### src/rtl/mc_controller.sv
// Multicycle control unit for the ARM-subset datapath: instruction sequencing FSM,
// ALU decode, NZCV flag register and condition-gated architectural writes.
module mc_controller (
  input  logic       clk,
  input  logic       reset,
  input  logic [3:0] Cond,
  input  logic [1:0] Op,
  input  logic [5:0] Funct,
  input  logic [3:0] Rd,
  input  logic [3:0] ALUFlags,
  output logic       PCWrite,
  output logic       MemWrite,
  output logic       RegWrite,
  output logic       IRWrite,
  output logic       AdrSrc,
  output logic [1:0] RegSrc,
  output logic [1:0] ALUSrcA,
  output logic [1:0] ALUSrcB,
  output logic [1:0] ResultSrc,
  output logic [1:0] ImmSrc,
  output logic [2:0] ALUControl
);

  typedef enum logic [3:0] {
    FETCH, DECODE, MEMADR, MEMRD, MEMWB, MEMWR, EXECUTER, EXECUTEI, ALUWB, BRANCH
  } state_t;

  state_t     state_reg, state_next;
  logic [3:0] flags_reg;
  logic       condex_reg;

  logic       cond_ex;
  logic       next_pc, reg_w, mem_w, branch, ir_w, pcs;
  logic [2:0] alu_dec;
  logic [3:0] cmd;
  logic       i_bit, s_bit, no_write;
  logic       flag_n, flag_z, flag_c, flag_v;

  assign i_bit    = Funct[5];
  assign cmd      = Funct[4:1];
  assign s_bit    = Funct[0];
  assign no_write = (cmd == 4'b1010);
  assign {flag_n, flag_z, flag_c, flag_v} = flags_reg;

  always_comb begin
    case (cmd)
      4'b0100: alu_dec = 3'b000;
      4'b0010: alu_dec = 3'b001;
      4'b1010: alu_dec = 3'b001;
      4'b0000: alu_dec = 3'b010;
      4'b1100: alu_dec = 3'b011;
      4'b1111: alu_dec = 3'b100;
      default: alu_dec = 3'b000;
    endcase
  end

  always_comb begin
    case (Cond)
      4'b0000: cond_ex = flag_z;
      4'b0001: cond_ex = ~flag_z;
      4'b0010: cond_ex = flag_c;
      4'b0011: cond_ex = ~flag_c;
      4'b0100: cond_ex = flag_n;
      4'b0101: cond_ex = ~flag_n;
      4'b0110: cond_ex = flag_v;
      4'b0111: cond_ex = ~flag_v;
      4'b1000: cond_ex = flag_c & ~flag_z;
      4'b1001: cond_ex = ~flag_c | flag_z;
      4'b1010: cond_ex = (flag_n == flag_v);
      4'b1011: cond_ex = (flag_n != flag_v);
      4'b1100: cond_ex = ~flag_z & (flag_n == flag_v);
      4'b1101: cond_ex = flag_z | (flag_n != flag_v);
      4'b1110: cond_ex = 1'b1;
      default: cond_ex = 1'b0;
    endcase
  end

  always_ff @(posedge clk) begin
    if (reset) begin
      state_reg  <= FETCH;
      flags_reg  <= 4'b0000;
      condex_reg <= 1'b0;
    end else begin
      state_reg <= state_next;
      if (state_reg == DECODE)
        condex_reg <= cond_ex;
      // Uses the condition latched in DECODE, so a failed instruction never touches flags.
      if ((state_reg == EXECUTER || state_reg == EXECUTEI) && s_bit && condex_reg) begin
        flags_reg[3:2] <= ALUFlags[3:2];
        if (alu_dec[2:1] == 2'b00)
          flags_reg[1:0] <= ALUFlags[1:0];
      end
    end
  end

  always_comb begin
    state_next = state_reg;
    next_pc    = 1'b0;
    reg_w      = 1'b0;
    mem_w      = 1'b0;
    branch     = 1'b0;
    ir_w       = 1'b0;
    AdrSrc     = 1'b0;
    ALUSrcA    = 2'b00;
    ALUSrcB    = 2'b00;
    ResultSrc  = 2'b00;
    ALUControl = 3'b000;
    case (state_reg)
      FETCH: begin
        ir_w       = 1'b1;
        next_pc    = 1'b1;
        ALUSrcA    = 2'b01;
        ALUSrcB    = 2'b10;
        ResultSrc  = 2'b10;
        state_next = DECODE;
      end
      DECODE: begin
        ALUSrcA   = 2'b01;
        ALUSrcB   = 2'b10;
        ResultSrc = 2'b10;
        case (Op)
          2'b01:   state_next = MEMADR;
          2'b00:   state_next = i_bit ? EXECUTEI : EXECUTER;
          2'b10:   state_next = BRANCH;
          default: state_next = FETCH;
        endcase
      end
      MEMADR: begin
        ALUSrcB    = 2'b01;
        state_next = s_bit ? MEMRD : MEMWR;
      end
      MEMRD: begin
        AdrSrc     = 1'b1;
        state_next = MEMWB;
      end
      MEMWB: begin
        ResultSrc  = 2'b01;
        reg_w      = 1'b1;
        state_next = FETCH;
      end
      MEMWR: begin
        AdrSrc     = 1'b1;
        mem_w      = 1'b1;
        state_next = FETCH;
      end
      EXECUTER: begin
        ALUControl = alu_dec;
        state_next = ALUWB;
      end
      EXECUTEI: begin
        ALUSrcB    = 2'b01;
        ALUControl = alu_dec;
        state_next = ALUWB;
      end
      ALUWB: begin
        reg_w      = ~no_write;
        state_next = FETCH;
      end
      BRANCH: begin
        ALUSrcB    = 2'b01;
        ResultSrc  = 2'b10;
        branch     = 1'b1;
        state_next = FETCH;
      end
      default: state_next = FETCH;
    endcase
  end

  // Writes to R15 are redirected into the PC rather than the register file.
  assign pcs       = ((Rd == 4'b1111) && reg_w) || branch;
  assign PCWrite   = ~reset & (next_pc | (pcs & condex_reg));
  assign RegWrite  = ~reset & reg_w & condex_reg & ~pcs;
  assign MemWrite  = ~reset & mem_w & condex_reg;
  assign IRWrite   = ~reset & ir_w;
  assign RegSrc    = {(Op == 2'b01) && !s_bit, (Op == 2'b10)};
  assign ImmSrc    = Op;

endmodule

### config.mk
export PLATFORM = sky130hd
export DESIGN_NAME = mc_controller
export DESIGN_NICKNAME = d
export VERILOG_FILES = /design/src/rtl/mc_controller.sv
export SDC_FILE = /design/constraint.sdc
export NUM_CORES = 1
export LEC_CHECK = 0
export ABC_AREA = 1
export BUFFER_PORTS_ARGS = -buffer_cell sky130_fd_sc_hd__buf_2
export CAP_MARGIN = 20
export CORE_UTILIZATION = 44
export DETAILED_ROUTE_END_ITERATION = 12
export PLACE_DENSITY = 0.78
export SLEW_MARGIN = 20
export SYNTH_ARGS = -nofsm -noshare
export SYNTH_HDL_FRONTEND = slang
export SYNTH_SLANG_ARGS = --single-unit
export TNS_END_PERCENT = 1
### constraint.sdc
create_clock -name clk -period 1.3 [get_ports clk]
set_input_delay 0.26 -clock clk [delete_from_list [all_inputs] [get_ports clk]]
set_output_delay 0.26 -clock clk [all_outputs]
set_load 0.05 [all_outputs]
==> results by group <==
Run status
  – Status: finished, violations left
  – Violations in the final reports: negative setup slack

Pwr
  – Max VDD drop: 0.5925 mV
  – Pwr dens: 717.0 nW/um^2
  – Pleak: 0.7626 nW
  – Tot Pwr: 0.0009850 W

Worst setup path
  – Worst EP arrival: 1420 ps
  – Crit path max fanout: 4
  – RR Startpoint: state_reg[2]$_SDFF_PP0_
  – R2r worst-path depth: 8
  – CP required: approximately 1000 ps
  – Crit path launch: state_reg[1]$_SDFF_PP0_
  – R2R Path End: flags_reg[0]$_SDFFE_PP0P_
  – Worst Setup EP: RegWrite
  – Startpoint Class: flip-flop
  – Setup slack, reg-to-reg: -20 ps
  – Setup CP Type: flip-flop to output port
  – Setup crit end kind: output port

Logic synthesis
  – Synth warnings: 0
  – Top_reg_cell synth: dfxtp_1
  – Post-synth top cells: nand2_1, nor2_1, inv_1
  – Synth top area share: 21.05%
  – Mapped Cells: 157
  – Largest cells by area after synthesis: dfxtp_1, nand2_1, nor2_1
  – Top-count cell post-synth: nand2_1
  – Synthesized net count: about 180
  – Post-synth EDFFs: 0
  – Synth Area per Inst: about 5.5 sq um
  – Synth area leader: dfxtp_1
  – Post-synthesis cell area: 855.8 sq um
  – Synth unique cells: 24
  – Fraction of registers with async set or reset after synthesis: 0%
  – Register area share after synthesis: 21.05%
  – Seq cells post-synth: 9

CTS
  – Cts bufs inserted: 3
  – Clk slew on worst S/H paths: ~70 ps
  – Post-CTS Setup Inserts: 0
  – Worst-skew pair later-pin latency: about 260 ps
  – CTS tree: done
  – Clock Path Buffers: 2
  – CTS root buffer: clkbuf_4
  – # clock sinks: 9
  – CTS H-tree depth: 1
  – Post-CTS Hold Buffers: 0

Min path
  – Hold Path Class: primary input to flip-flop

Detailed routing
  – Final ANT Viol Nets: 0
  – DR DRC count: 0
  – Initial drt markers: 22
  – WL final: 2.789 mm
  – Via count: 1201
  – First-pass DRT Iterations: 5
  – Vias/cell: 5.004
  – WL/cell: between 10 and 15 microns

Floorplan
  – IO Pins: 40
  – Std-Cell Core Area: 1783 sq um
  – Starting density of the core: 48.00%
  – Die W: 46.10 microns
  – Cell row count: 15
  – Die area: 2125 sq um
  – Die height: 46.10 microns

Global route
  – Total GRT Usage: about 28%
  – Initial antenna violation count: 0
  – Largest net degree at the start of global routing: 10
  – Vias in the first global route: 1045
  – First-pass GRT wire length: 4.236 mm
  – Global route overflow: 0

Timing
  – Final WS setup: -380.3 ps
  – Max frequency: 595.1 MHz
  – Final min period: 1680 ps
  – Max Slew Vio Count: 0
  – Clk_skew: 0.3628 ps
  – Final hold vios: 0
  – Final setup fails: 14
  – Worst hold margin: 217.6 ps
  – Period utilization: 129.3%
  – Unrepaired setup endpoints after global routing: yes
  – Final setup TNS: -3692 ps

Layout
  – Core Util, Final: 77.05%
  – Layout cells sized above 1: 39.53%
  – Layout area overhead: 60.53%
  – Final instance area: 1374 sq um
  – Antenna diodes: 0
  – Fin nets: around 240

Placed design
  – Placed cell areas: ~1200 sq um
  – Final Wtd Congestion: 0.9035
  – Count of input and output buffers: 38
  – Hpwl dp: 2.059 mm

Run
  – Number of max-cap violations: 0
[how the worst min path moves through the flow]
stage | startpoint | end | depth (start not counted)
4_1_cts | ALUFlags[1] | flags_reg[1]$_SDFFE_PP0P_ | 3
3_3_place_gp | ALUFlags[2] | flags_reg[2]$_SDFFE_PP0P_ | 3
5_1_grt | ALUFlags[1] | flags_reg[1]$_SDFFE_PP0P_ | 3
2_1_floorplan | reset | state_reg[2]$_SDFF_PP0_ | 1
6_report | ALUFlags[1] | flags_reg[1]$_SDFFE_PP0P_ | 3
3_5_place_dp | ALUFlags[1] | flags_reg[1]$_SDFFE_PP0P_ | 3
[placed cells by master (no fill, tap or decap), types with 2 or more instances in the layout]
cell type  instances
buf_2             25
clkbuf_4           3
buf_8              2
inv_2              3
nor2_4             4
inv_1             24
nand4_1            4
nor2_2             4
dfxtp_4            3
dfxtp_1            5
a21oi_1            4
nor3_1             2
o21ai_0            5
buf_6             11
nand3_1           14
nand2_2            2
nor2_1            22
buf_4             21
nand2_1           41
[metrics by stage]
| stage | setup slack [ps] | cells |
|---|---|---|
| 2_1_floorplan | -343.1 | 157 |
| 3_3_place_gp | -160.1 | 236 |
| 3_5_place_dp | -210.8 | 236 |
| 4_1_cts | -337.2 | 240 |
| 5_1_grt | -476.9 | 240 |
| 6_report | -380.3 | 240 |
[final cells by class]
type / count / area (sq um)
Fill cell: 144 / 409.1
Tap cell: 25 / 31.28
Inverter: 28 / 107.6
Clock buffer: 4 / 26.28
Sequential cell: 9 / 192.7
Multi-Input combinational cell: 115 / 579.3
Timing Repair Buffer: 59 / 436.7
[cells by family (layout without fill, tap and decap cells)]
logic type / after synthesis / count (layout) / synth area share (%)
and+or+nand+nor: 98 / 98 / 51.61
buffers and inverters: 33 / 91 / 16.08
AOI/OAI and AO/OA: 16 / 16 / 10.82
DFF: 9 / 9 / 21.05
other: 1 / 1 / 0.4382
[metal layers]
layer	vias to the layer above	track usage [%]	wire length, microns
met5	-	0	0
met4	0	8.824	48
met3	4	7.059	111
met2	41	50.14	1481
met1	550	32.23	1147
li1	606	-	-
[where the power goes]
part	switching, W	internal, W
Combinational	0.000281	0.000175
Clock	0.000109	0.000119
Sequential	0.0000144	0.000286
Total	0.000405	0.000580
[timing repair]
| item | in CTS | in global routing |
|---|---|---|
| gates cloned | 0 | 0 |
| resized for setup | 41 | 7 |
| pin swaps | 1 | 3 |
| endpoints found under the setup margin | 15 | 18 |
[worst max-delay path, stage by stage, from the launching register on]
cell	delay [ps]
dfxtp_4	360
nor2_4	130
nand4_1	100
nand2_1	120
nand2_1	70
nand2_1	70
buf_4	120
nor2_4	30
buf_6	140
No activity file was read; power rests on OpenSTA's default activity.
